$ cat config.mk
export PLATFORM = sky130hd
export DESIGN_NAME = nexys_starship_spawn_scheduler
export DESIGN_NICKNAME = d
export VERILOG_FILES = /design/src/rtl/nexys_starship_spawn_scheduler.sv
export SDC_FILE = /design/constraint.sdc
export NUM_CORES = 1
export LEC_CHECK = 0
export BUFFER_PORTS_ARGS = -buffer_cell sky130_fd_sc_hd__buf_2
export CAP_MARGIN = 20
export CORE_ASPECT_RATIO = 0.9
export CORE_MARGIN = 2
export CORE_UTILIZATION = 60
export DETAILED_ROUTE_END_ITERATION = 12
export GPL_TIMING_DRIVEN = 1
export HOLD_SLACK_MARGIN = 0.06
export PLACE_DENSITY = 0.82
export RECOVER_POWER = 100
export SYNTH_ARGS = -nofsm -noshare
export SYNTH_HDL_FRONTEND = slang
export SYNTH_SLANG_ARGS = --single-unit
$ cat constraint.sdc
create_clock -name Clk -period 3.5 [get_ports Clk]
set_clock_uncertainty 0.2 [all_clocks]
set_input_delay 0.35 -clock Clk [delete_from_list [all_inputs] [get_ports Clk]]
set_output_delay 0.35 -clock Clk [all_outputs]
set_load 0.02 [all_outputs]
$ cat src/rtl/nexys_starship_spawn_scheduler.sv
// ---------------------------------------------------------------------------
// nexys_starship_spawn_scheduler
//
// Converts per-lane PRNG strobes into alien spawn commands. Requesting lanes
// are served round-robin. The number of occupied lanes is capped, and every
// spawn is followed by a fixed cooldown. Game logic frees a lane through
// `clear` when its alien is destroyed or escapes.
//
// Ports
//   Clk           in   1  clock
//   Reset         in   1  asynchronous, active-high reset
//   Enable        in   1  game running (level); low forces IDLE
//   req           in   4  PRNG strobes: bit0 top, bit1 btm, bit2 left, bit3 right
//   clear         in   4  lane alien gone (multi-hot, same order as req)
//   spawn_pulse   out  4  one-hot, one-cycle spawn command
//   spawn_dir     out  2  index of the last spawned lane (held)
//   active        out  4  lane-occupied flags
//   active_count  out  3  popcount of active (combinational from registered active)
//   spawn_total   out  8  spawn counter, wraps 255->0
//   busy          out  1  high while cooling down
// ---------------------------------------------------------------------------
module nexys_starship_spawn_scheduler #(
    parameter int unsigned COOLDOWN   = 25,
    parameter int unsigned CD_W       = 26,
    parameter int unsigned MAX_ACTIVE = 2
) (
    input  logic       Clk,
    input  logic       Reset,
    input  logic       Enable,
    input  logic [3:0] req,
    input  logic [3:0] clear,
    output logic [3:0] spawn_pulse,
    output logic [1:0] spawn_dir,
    output logic [3:0] active,
    output logic [2:0] active_count,
    output logic [7:0] spawn_total,
    output logic       busy
);

    localparam int unsigned LANES = 4;
    localparam logic [CD_W-1:0] CD_LOAD = CD_W'(COOLDOWN - 1);
    localparam logic [2:0]      MAX_A   = 3'(MAX_ACTIVE);

    typedef enum logic [1:0] {
        IDLE = 2'd0,
        ARB  = 2'd1,
        COOL = 2'd2
    } state_t;

    state_t            r_state;
    state_t            w_state_nxt;

    logic [3:0]        r_active;
    logic [CD_W-1:0]   r_timer;
    logic [3:0]        r_pulse;
    logic [1:0]        r_dir;
    logic [1:0]        r_ptr;
    logic [7:0]        r_total;
    logic              r_busy;

    logic [3:0]        w_active_nxt;
    logic [CD_W-1:0]   w_timer_nxt;
    logic [3:0]        w_pulse_nxt;
    logic [1:0]        w_dir_nxt;
    logic [1:0]        w_ptr_nxt;
    logic [7:0]        w_total_nxt;
    logic              w_busy_nxt;

    logic [3:0]        w_elig;
    logic [2:0]        w_cnt;
    logic [1:0]        w_idx;
    logic [1:0]        w_gnt;
    logic              w_found;
    logic              w_grant;

    function automatic logic [2:0] popcnt4(input logic [3:0] v);
        return 3'(v[0]) + 3'(v[1]) + 3'(v[2]) + 3'(v[3]);
    endfunction

    // Round-robin scan starting at r_ptr. A lane being cleared this cycle is
    // neither eligible nor counted against the cap.
    always_comb begin
        w_elig  = req & ~r_active & ~clear;
        w_cnt   = popcnt4(r_active & ~clear);
        w_idx   = 2'd0;
        w_gnt   = 2'd0;
        w_found = 1'b0;
        for (int k = 0; k < int'(LANES); k++) begin
            w_idx = r_ptr + 2'(k);
            if (!w_found && w_elig[w_idx]) begin
                w_found = 1'b1;
                w_gnt   = w_idx;
            end
        end
        w_grant = w_found && (w_cnt < MAX_A);
    end

    // State register.
    always_ff @(posedge Clk or posedge Reset) begin
        if (Reset) begin
            r_state <= IDLE;
        end else begin
            r_state <= w_state_nxt;
        end
    end

    // Next-state and next-register logic.
    always_comb begin
        w_state_nxt  = r_state;
        w_active_nxt = r_active & ~clear;
        w_timer_nxt  = r_timer;
        w_pulse_nxt  = 4'b0000;
        w_dir_nxt    = r_dir;
        w_ptr_nxt    = r_ptr;
        w_total_nxt  = r_total;
        w_busy_nxt   = 1'b0;

        if (!Enable) begin
            // Leaving play discards occupancy and any pending cooldown.
            w_state_nxt  = IDLE;
            w_active_nxt = 4'b0000;
            w_timer_nxt  = '0;
        end else begin
            case (r_state)
                IDLE: begin
                    w_active_nxt = 4'b0000;
                    w_timer_nxt  = '0;
                    w_state_nxt  = ARB;
                end
                ARB: begin
                    if (w_grant) begin
                        w_pulse_nxt  = 4'b0001 << w_gnt;
                        w_active_nxt = (r_active & ~clear) | (4'b0001 << w_gnt);
                        w_dir_nxt    = w_gnt;
                        w_ptr_nxt    = w_gnt + 2'd1;
                        w_total_nxt  = r_total + 8'd1;
                        w_timer_nxt  = CD_LOAD;
                        w_state_nxt  = COOL;
                    end
                end
                COOL: begin
                    if (r_timer == '0) begin
                        w_state_nxt = ARB;
                    end else begin
                        w_timer_nxt = r_timer - CD_W'(1);
                    end
                end
                default: begin
                    w_state_nxt = IDLE;
                end
            endcase
        end

        w_busy_nxt = (w_state_nxt == COOL);
    end

    // Datapath registers.
    always_ff @(posedge Clk or posedge Reset) begin
        if (Reset) begin
            r_active <= 4'b0000;
            r_timer  <= '0;
            r_pulse  <= 4'b0000;
            r_dir    <= 2'd0;
            r_ptr    <= 2'd0;
            r_total  <= 8'd0;
            r_busy   <= 1'b0;
        end else begin
            r_active <= w_active_nxt;
            r_timer  <= w_timer_nxt;
            r_pulse  <= w_pulse_nxt;
            r_dir    <= w_dir_nxt;
            r_ptr    <= w_ptr_nxt;
            r_total  <= w_total_nxt;
            r_busy   <= w_busy_nxt;
        end
    end

    assign spawn_pulse  = r_pulse;
    assign spawn_dir    = r_dir;
    assign active       = r_active;
    assign active_count = popcnt4(r_active);
    assign spawn_total  = r_total;
    assign busy         = r_busy;

endmodule

* Word-level counts from Yosys, hierarchy flattened
Cells that the tools add are included.
Word-level totals: bits in registers 49, output and inout bits 22, word-level logic and storage cells 79, bits of input ports 11
Operators by class: shift operators 1, reductions and logical operators 11, bitwise logic cells 6, magnitude comparators 5, $add $sub $neg 12, equality and inequality tests 6, mux-type cells 30
Operators with widths (count):
- 2-to-1 mux 26 bit | 3
- case mux 26 bit (3 select lines) | 1
- zero test 26 bit | 1
- subtractor 26 x 1 -> 26 bit (second input constant) | 1
- 2-to-1 mux 4 bit | 5
- 2-to-1 mux 2 bit | 7
- bitwise AND 4 bit | 3
- < comparator 2 x 3 -> 1 bit (second input constant) | 4
- adder 8 x 1 -> 8 bit (second input constant) | 1
- binary-select mux 1 bit (select 2 bit) | 4
- 2-to-1 mux 1 bit | 8
- inverter 4 bit | 2
- case mux 4 bit (2 select lines) | 1
- adder 2 x 1 -> 3 bit | 2
- adder 3 x 1 -> 3 bit | 2
- != test 3 bit (second input constant) | 2
- case mux 2 bit (3 select lines) | 1
- AND reduction 3 bit | 2
- adder 1 x 1 -> 2 bit | 2
- adder 2 x 1 -> 2 bit (second input constant) | 2
- adder 2 bit (second input constant) | 2
- equality test 2 bit (second input constant) | 2
- logical AND 1 bit | 4
- != test 4 x 1 -> 1 bit (second input constant) | 1
- other kinds (6) | 8

* Depth between registers and ports, before layout
Gate-level depths: netlist (run 1).
depth in word-level cells 20, depth in mapped cells 8, mapped depth without buffers 8

* Worst setup path before layout (run 1)
Ideal clock, no wire load.
path kind register -> register, start register r_active[1], in the netlist active[1], end register r_total[3], in the netlist spawn_total[3], cell stages (with the launch flop) 9, period minus slack after synthesis 2514 ps, arrival 2185 ps, slack 986 ps, library setup time 129 ps, path buffers 1, data required time 3171 ps, cells stage by stage dfrtp_1 > inv_1 > nor2_1 > fa_1 > a21oi_1 > and4_1 > clkbuf_1 > nand3_1 > xnor2_1
On the way: cells in the longest elaborated chain, start to end 17, elaborated cells on any way between the ends 28, those cells by class add/sub (3); order compare (1); mux (12); bitwise (4); reduce/logical (8)
Ends and longest elaborated chain:
- start: declaration | line 53 | logic [3:0] r_active;
- start signal: assignment | line 168 | r_active <= w_active_nxt;
- inverter 4 bit | line 83 | w_elig = req & ~r_active & ~clear;
- bitwise AND 4 bit (2 in a row) | line 83
- binary-select mux 1 bit (select 2 bit) | line 90 | if (!w_found && w_elig[w_idx]) begin
- 2-to-1 mux 1 bit (implied by the code) | line 90
- 2-to-1 mux 1 bit | line 90
- zero test 1 bit | line 90
- logical AND 1 bit | line 90
- 2-to-1 mux 1 bit | line 90
- zero test 1 bit | line 90
- logical AND 1 bit | line 90
- 2-to-1 mux 1 bit | line 90
- zero test 1 bit | line 90
- logical AND 1 bit | line 90
- 2-to-1 mux 1 bit | line 90
- logical AND 1 bit (*) | line 95 | w_grant = w_found && (w_cnt < MAX_A);
- AND reduction 3 bit (no source line) (*)
- end signal: assignment | line 173 | r_total <= w_total_nxt;
- end: declaration | line 58 | logic [7:0] r_total;
Every way passes the cells marked *; elsewhere a longest branch is shown, timed or not. The select of a mux whose other input is x is not followed. A chain may end at the register's enable or synchronous reset.

* Final worst setup path (run 1)
start register r_timer[0], end register r_timer[23]
On the way: cells in the longest elaborated chain, start to end 4, elaborated cells on any way between the ends 7, those cells by class add/sub (1); eq/ne (1); mux (3); reduce/logical (2)
Ends and longest elaborated chain:
- start: declaration | line 54 | logic [CD_W-1:0] r_timer;
- start signal: assignment | line 169 | r_timer <= w_timer_nxt;
- subtractor 26 x 1 -> 26 bit | line 145 | w_timer_nxt = r_timer - CD_W'(1);
- 2-to-1 mux 26 bit | line 142 | if (r_timer == '0) begin
- case mux 26 bit (3 select lines) | line 124 | case (r_state)
- 2-to-1 mux 26 bit | line 118 | if (!Enable) begin
Several ways; a longest one is shown, not always the timed one. The select of a mux whose other input is x is not followed.

==> summary.txt, run 1 <==
Synthesis
  • Post-synth EDFFs: 0
  • Asr flop ratio synth: between 90% and 100%
  • Syn avg cell area: 9.26 µm²
  • Predominant post-synthesis flop cell: dfrtp_1
  • Synth unique cells: 54
  • Mapped Nets: 336
  • Synthesized area: 2880 µm²
  • Fraction of the yosys area taken by sequential cells: roughly 43%
  • Syn Inst Count: 311
  • Yosys reg bits: 49
  • Yosys Warn Count: 0

CTS
  • Root Buffer: clkbuf_8
  • Cts repair resizes: 0
  • H-tree level count: 2
  • TritonCTS clock tree: yes
  • CTS max path bufs: 2
  • Hold Buf Count CTS: 0
  • Clk pin slew, worst setup/hold paths: 0.10 ns
  • Worst skew pair latency: between 0.3 and 0.4 ns
  • Clock buffer count from CTS: 5
  • # clock sinks: 49
  • Post-CTS Setup Bufs: 0

Layout
  • Storage cell area: between 1000 and 1500 µm²
  • Post-route insts no fill: 410
  • Most frequent cells in the layout: dfrtp_1 (49), inv_1 (31), nor2_1 (23)
  • Fillers: between 300 and 400
  • P&R area growth vs syn: 12.0%
  • Most common cell after layout, fill and taps aside: dfrtp_1
  • Area of the multi-input gates: about 1500 µm²
  • Layout Nets: 372
  • Share of cells above drive strength 1: between 9 and 10%
  • Ant. Diodes: 0

Floorplanning
  • Rows: 23
  • Full die area: 5370 µm²
  • IO Pins: 33
  • Core Region: 4550 µm²
  • DIE HEIGHT: 69.7 µm
  • Starting Density: 63.3%
  • Die width: 77.0 µm

Placement
  • Placed cells: 400
  • Final GP Congestion: 0.860
  • HPWL after detailed placement: 4540 µm
  • Post-Place Worst Slack: 0.749 ns
  • Port bufs: 32

Route
  • Wl on met1: 3130 µm
  • WL met3: 392 µm
  • Met2 routed WL: ~3000 µm
  • Vias per cell: 6.13
  • Initial drt markers: 223
  • Wire length per cell: 16.1 µm
  • Top Metal Used: met4
  • Drc violations: 0
  • Total wire length: 6620 µm
  • Via count: about 2,500
  • Detailed-router iteration count before antenna repair: 5
  • ANT nets after route: 0

Pwr
  • Net Switching: 752 µW
  • Logic pwr share: 39.4%
  • Leakage: approximately 1.4 nW
  • Total power per unit cell area: 587 nW/µm²
  • Sw Share: about two fifths
  • Pint: 1.14 mW
  • Clock share of power: 22.6%
  • Flop pwr share: 38.1%
  • Max VDD drop: 0.000424 V

Worst setup path
  • Slowest Stage Delay on Critical Path: 0.48 ns
  • Critical Path, Cell by Cell: inv_1 > ha_1 > nor4b_1 > nand2_1 > o32ai_2 > o21ai_2 > buf_4 > o221ai_1
  • Launch point of the worst reg-to-reg path: r_timer[0]$_DFFE_PP0P_
  • Crit path kind: register to register
  • Reg2Reg Depth: 8
  • Slowest CP cell: o32ai_2
  • Critical Path RT: 3.53 ns
  • Startpoint types: register
  • Worst Setup End Kind: register
  • CP max FO: 11
  • Crit path DAT: 3.03 ns
  • Worst reg2reg path endpoint: r_timer[23]$_DFFE_PP0P_
  • Flop-to-flop setup slack: 0.50 ns

Global route
  • Initial antenna violation count: 0
  • Vias in the first global route: 2,314
  • First-pass GRT wire length: around 11,000 µm
  • Gr usage total: 25.5%
  • Largest net degree at the start of global routing: 50
  • Grt ovf: 0

Timing
  • Period utilization: 85.8%
  • # setup viols final: 0
  • Slew Viols, Final: 0
  • Max-slew headroom: a little over two fifths
  • Minimum clock period: 3.00 ns
  • Hold Fails Final Rpt: 0
  • Worst setup margin: 0.497 ns
  • Setup tns final: 0 ns
  • Unrepaired setup endpoints after global routing: false
  • Worst-Margin Slew: 0.861 ns
  • Fmax: 333 MHz

Min path
  • End of the worst hold path: active[3]$_DFF_PP0_
  • Hold path depth: 2
  • Hold_sp: clear[3]
  • Worst min-delay path class: input port to register

Job
  • Maxcap violations: 0

Outcome
  • Outcome: finished, final reports clean
[per-layer routing]
layer / GRT usage (%) / vias to the layer above
li1: - / 1216
met1: 36.7 / 1196
met2: 38.9 / 95
met3: 5.34 / 8
met4: 8.13 / 0
met5: 0 / -
[Yosys cell counts (3+ instances only)]
library cell,instances,area share [%]
o2bb2ai_1,3,0.91
nand4_1,8,1.7
a31oi_1,11,2.4
ha_1,12,5.2
inv_1,31,4.0
nand3_1,16,2.8
nor4_1,7,1.5
o221ai_1,5,1.5
nor2_1,23,3.0
nor3b_1,4,1.0
a41oi_1,3,0.91
o211ai_1,10,2.6
a211o_1,3,0.91
and2_1,5,1.1
o31a_1,4,1.2
nor3_1,13,2.3
nand2_1,14,1.8
clkbuf_1,5,0.65
dfrtp_1,49,43
xor2_1,3,0.91
a21oi_1,15,2.6
o21ai_0,16,2.8
xnor2_1,6,1.8
buf_2,5,0.87
[how the worst max path moves through the flow]
stage / end / depth (start not counted) / start
after detailed placement: r_timer[14]$_DFFE_PP0P_ / 8 / clear[1]
after global routing: r_timer[14]$_DFFE_PP0P_ / 8 / r_timer[0]$_DFFE_PP0P_
after CTS: r_timer[23]$_DFFE_PP0P_ / 8 / active[1]$_DFF_PP0_
final: r_timer[23]$_DFFE_PP0P_ / 8 / r_timer[0]$_DFFE_PP0P_
after global placement: r_timer[14]$_DFFE_PP0P_ / 8 / clear[1]
after floorplan: spawn_total[3]$_DFFE_PP0P_ / 8 / active[1]$_DFF_PP0_
[state kept, by name, summed over array words and instances, names as in the netlist]
name,cells
r_state,2
spawn_dir,2
active,4
r_ptr,2
r_timer,26
spawn_total,8
spawn_pulse,4
busy,1
[cells by family (layout without fill, tap and decap cells)]
| logic type | count (synthesis) | in the layout | share of synthesized area [%] |
|---|---|---|---|
| AND/OR/NAND/NOR | 109 | 109 | 21.0 |
| AO/OA/AOI/OAI | 86 | 86 | 20.5 |
| flip-flops | 49 | 49 | 42.6 |
| buffers and inverters | 42 | 79 | 5.82 |
| adder cells (fa/ha/maj) | 14 | 14 | 6.60 |
| XOR/XNOR | 9 | 9 | 2.74 |
| multiplexers | 2 | 2 | 0.738 |
[worst max-delay path, delay by kind of cell (launching register included)]
family,cells,cell delay (ns)
buf+inv,2,0.35
flops,1,0.42
simple gates,2,0.83
compound gates,3,0.89
fa+ha+maj,1,0.22
[area by class of cell]
class                      count  area share [%]
clock buffer                   6            2.56
clock inverter                 2            1.16
inverter                      31            3.61
multi-input combinational    220            45.8
sequential                    49            38.0
tap                           62            2.40
timing repair buffer          40            6.44
[per-stage QoR]
step	total power [mW]	hold slack (ns)	area, µm²	utilization [%]
2_1_floorplan	1.27	0.248	2880	-
5_1_grt	2.01	0.0837	3230	70.9
4_1_cts	1.90	0.0694	3230	71.1
3_3_place_gp	1.44	0.257	3110	68.4
3_5_place_dp	1.46	0.252	3110	68.4
6_report	1.89	0.0682	3230	70.9
[power groups by stage]
| stage | clock network, mW | registers, mW | logic (mW) |
|---|---|---|---|
| 5_1_grt | 0.459 | 0.736 | 0.816 |
| 6_report | 0.427 | 0.721 | 0.745 |
| 4_1_cts | 0.433 | 0.719 | 0.745 |
| 3_5_place_dp | 0 | 0.729 | 0.736 |
| 3_3_place_gp | 0 | 0.725 | 0.718 |
| 2_1_floorplan | 0 | 0.752 | 0.522 |
No activity file was read; power rests on OpenSTA's default activity.
==> run 2: changes to the inputs <==
- MAX_ROUTING_LAYER: default -> met4
==> summary.txt, run 2 (synthesis gave the netlist of run 1 again) <==
CTS
  • Root Buffer: clkbuf_8
  • H-tree level count: 2
  • CTS max path bufs: 2
  • TritonCTS clock tree: yes
  • Worst skew pair latency: around 0.31 ns
  • Clk pin slew, worst setup/hold paths: 0.09 ns
  • Clock buffer count from CTS: 5
  • Cts repair resizes: 0
  • # clock sinks: 49

Timing
  • Period utilization: between 80% and 90%
  • Fmax: 335 MHz
  • Hold Fails Final Rpt: 0
  • Worst-Margin Slew: 0.863 ns
  • Unrepaired setup endpoints after global routing: false
  • Minimum clock period: about 3.0 ns
  • Max-slew headroom: 42.3%
  • Setup tns final: 0 ns
  • # setup viols final: 0
  • Slew Viols, Final: 0

Layout
  • Share of cells above drive strength 1: 9.20%
  • Post-route insts no fill: between 400 and 500
  • Fillers: 370
  • Layout Nets: approximately 370
  • Top reg by flops: r_timer
  • Max reg flops: 26
  • P&R area growth vs syn: 12.0%
  • Final instance area: 3230 µm²
  • Area of the multi-input gates: between 1000 and 1500 µm²
  • Most frequent cells in the layout: dfrtp_1 (49), inv_1 (31), nor2_1 (23)
  • Ant. Diodes: 0
  • Most common cell after layout, fill and taps aside: dfrtp_1
  • Storage cell area: 1230 µm²

Worst setup path
  • Startpoint types: register
  • Crit path kind: register to register
  • Critical Path RT: 3.53 ns
  • Crit path DAT: a little over 3 ns
  • Slowest Stage Delay on Critical Path: roughly 0.49 ns
  • Flop-to-flop setup slack: 0.51 ns
  • WP buf/inv: 2
  • CP max FO: 11
  • Top cell family by delay on the critical path: compound AO/OA/AOI/OAI gates
  • Critical Path, Cell by Cell: inv_1 > ha_1 > nor4b_1 > nand2_1 > o32ai_2 > o21ai_2 > buf_4 > o221ai_1
  • Worst Setup End Kind: register
  • Slowest CP cell: o32ai_2

Floorplanning
  • Starting Density: 63.3%
  • Core Region: approximately 4500 µm²
  • Die width: a little under 80 µm
  • Full die area: 5370 µm²
  • Rows: 23
  • DIE HEIGHT: between 60 and 70 µm
  • IO Pins: 33

Placement
  • Placed cells: 400
  • HPWL after detailed placement: between 4000 and 5000 µm
  • Area after DPL: 3110 µm²
  • Final GP Congestion: 0.874
  • Port bufs: 32

Route
  • Detailed-router iteration count before antenna repair: 6
  • Drc violations: 0
  • Wire length per cell: 16.1 µm
  • Initial drt markers: roughly 230
  • Via count: 2,529
  • Vias per cell: 6.17
  • Total wire length: 6600 µm
  • ANT nets after route: 0

Job
  • Maxcap violations: 0

Global route
  • Vias in the first global route: about 2,300
  • Initial antenna violation count: 0
  • Grt ovf: 0
  • Largest net degree at the start of global routing: 50
  • First-pass GRT wire length: 11,000 µm
  • Gr usage total: between 20% and 30%

Pwr
  • Total power per unit cell area: 587 nW/µm²
  • Leakage: 1.43 nW
  • Total chip power: 1.89 mW
  • Max VDD drop: 0.000424 V

Min path
  • Worst min-delay path class: input port to register

Outcome
  • Outcome: finished, final reports clean
## run 2: metal layers
layer / track usage [%] / vias to the layer above / part of all wire (%)
met3: 5.34 / 8 / 7.0
met1: 36.7 / 1205 / 46
met4: 8.13 / 0 / 1.1
met2: 39.0 / 101 / 46
met5: - / - / 0
li1: - / 1215 / -
## run 2: worst paths after layout
path | from | endpoint | depth (start not counted)
min in group asynchronous | Reset | r_timer[22]$_DFFE_PP0P_ | 3
hold / removal | clear[3] | active[3]$_DFF_PP0_ | 2
setup reg to reg | r_timer[0]$_DFFE_PP0P_ | r_timer[14]$_DFFE_PP0P_ | 8
setup / recovery | r_timer[0]$_DFFE_PP0P_ | r_timer[14]$_DFFE_PP0P_ | 8
hold reg to reg | spawn_total[7]$_DFFE_PP0P_ | spawn_total[7]$_DFFE_PP0P_ | 1
max in group asynchronous | Reset | r_timer[16]$_DFFE_PP0P_ | 4
## run 2: cell type report
class                           instances  share of cell area (%)
Timing Repair Buffer                   40                    6.44
Multi-Input combinational cell        220                    45.8
Clock buffer                            6                    2.56
Inverter                               31                    3.61
Clock inverter                          2                    1.16
Sequential cell                        49                    38.0
Tap cell                               62                    2.40
## run 2: what timing repair did
| action | in CTS | in global routing |
|---|---|---|
| hold endpoints to repair | 0 | 49 |
| hold buffers | 0 | 1 |
| buffers inserted | 0 | 0 |
## run 2: report_power, final
| part | total (mW) | switching [mW] | internal [mW] | leakage (nW) |
|---|---|---|---|---|
| registers | 0.720 | 0.0791 | 0.641 | 0.667 |
| clock network | 0.427 | 0.194 | 0.232 | 0.0574 |
| logic | 0.745 | 0.476 | 0.269 | 0.707 |
## run 2: stage by stage
step	setup WS [ns]	hold slack (ns)	utilization, %
after floorplan	0.986	0.248	-
after global placement	0.815	0.257	68.4
after detailed placement	0.749	0.252	68.4
after CTS	0.723	0.0694	71.1
after global routing	0.292	0.0837	70.9
final	0.514	0.0681	70.9
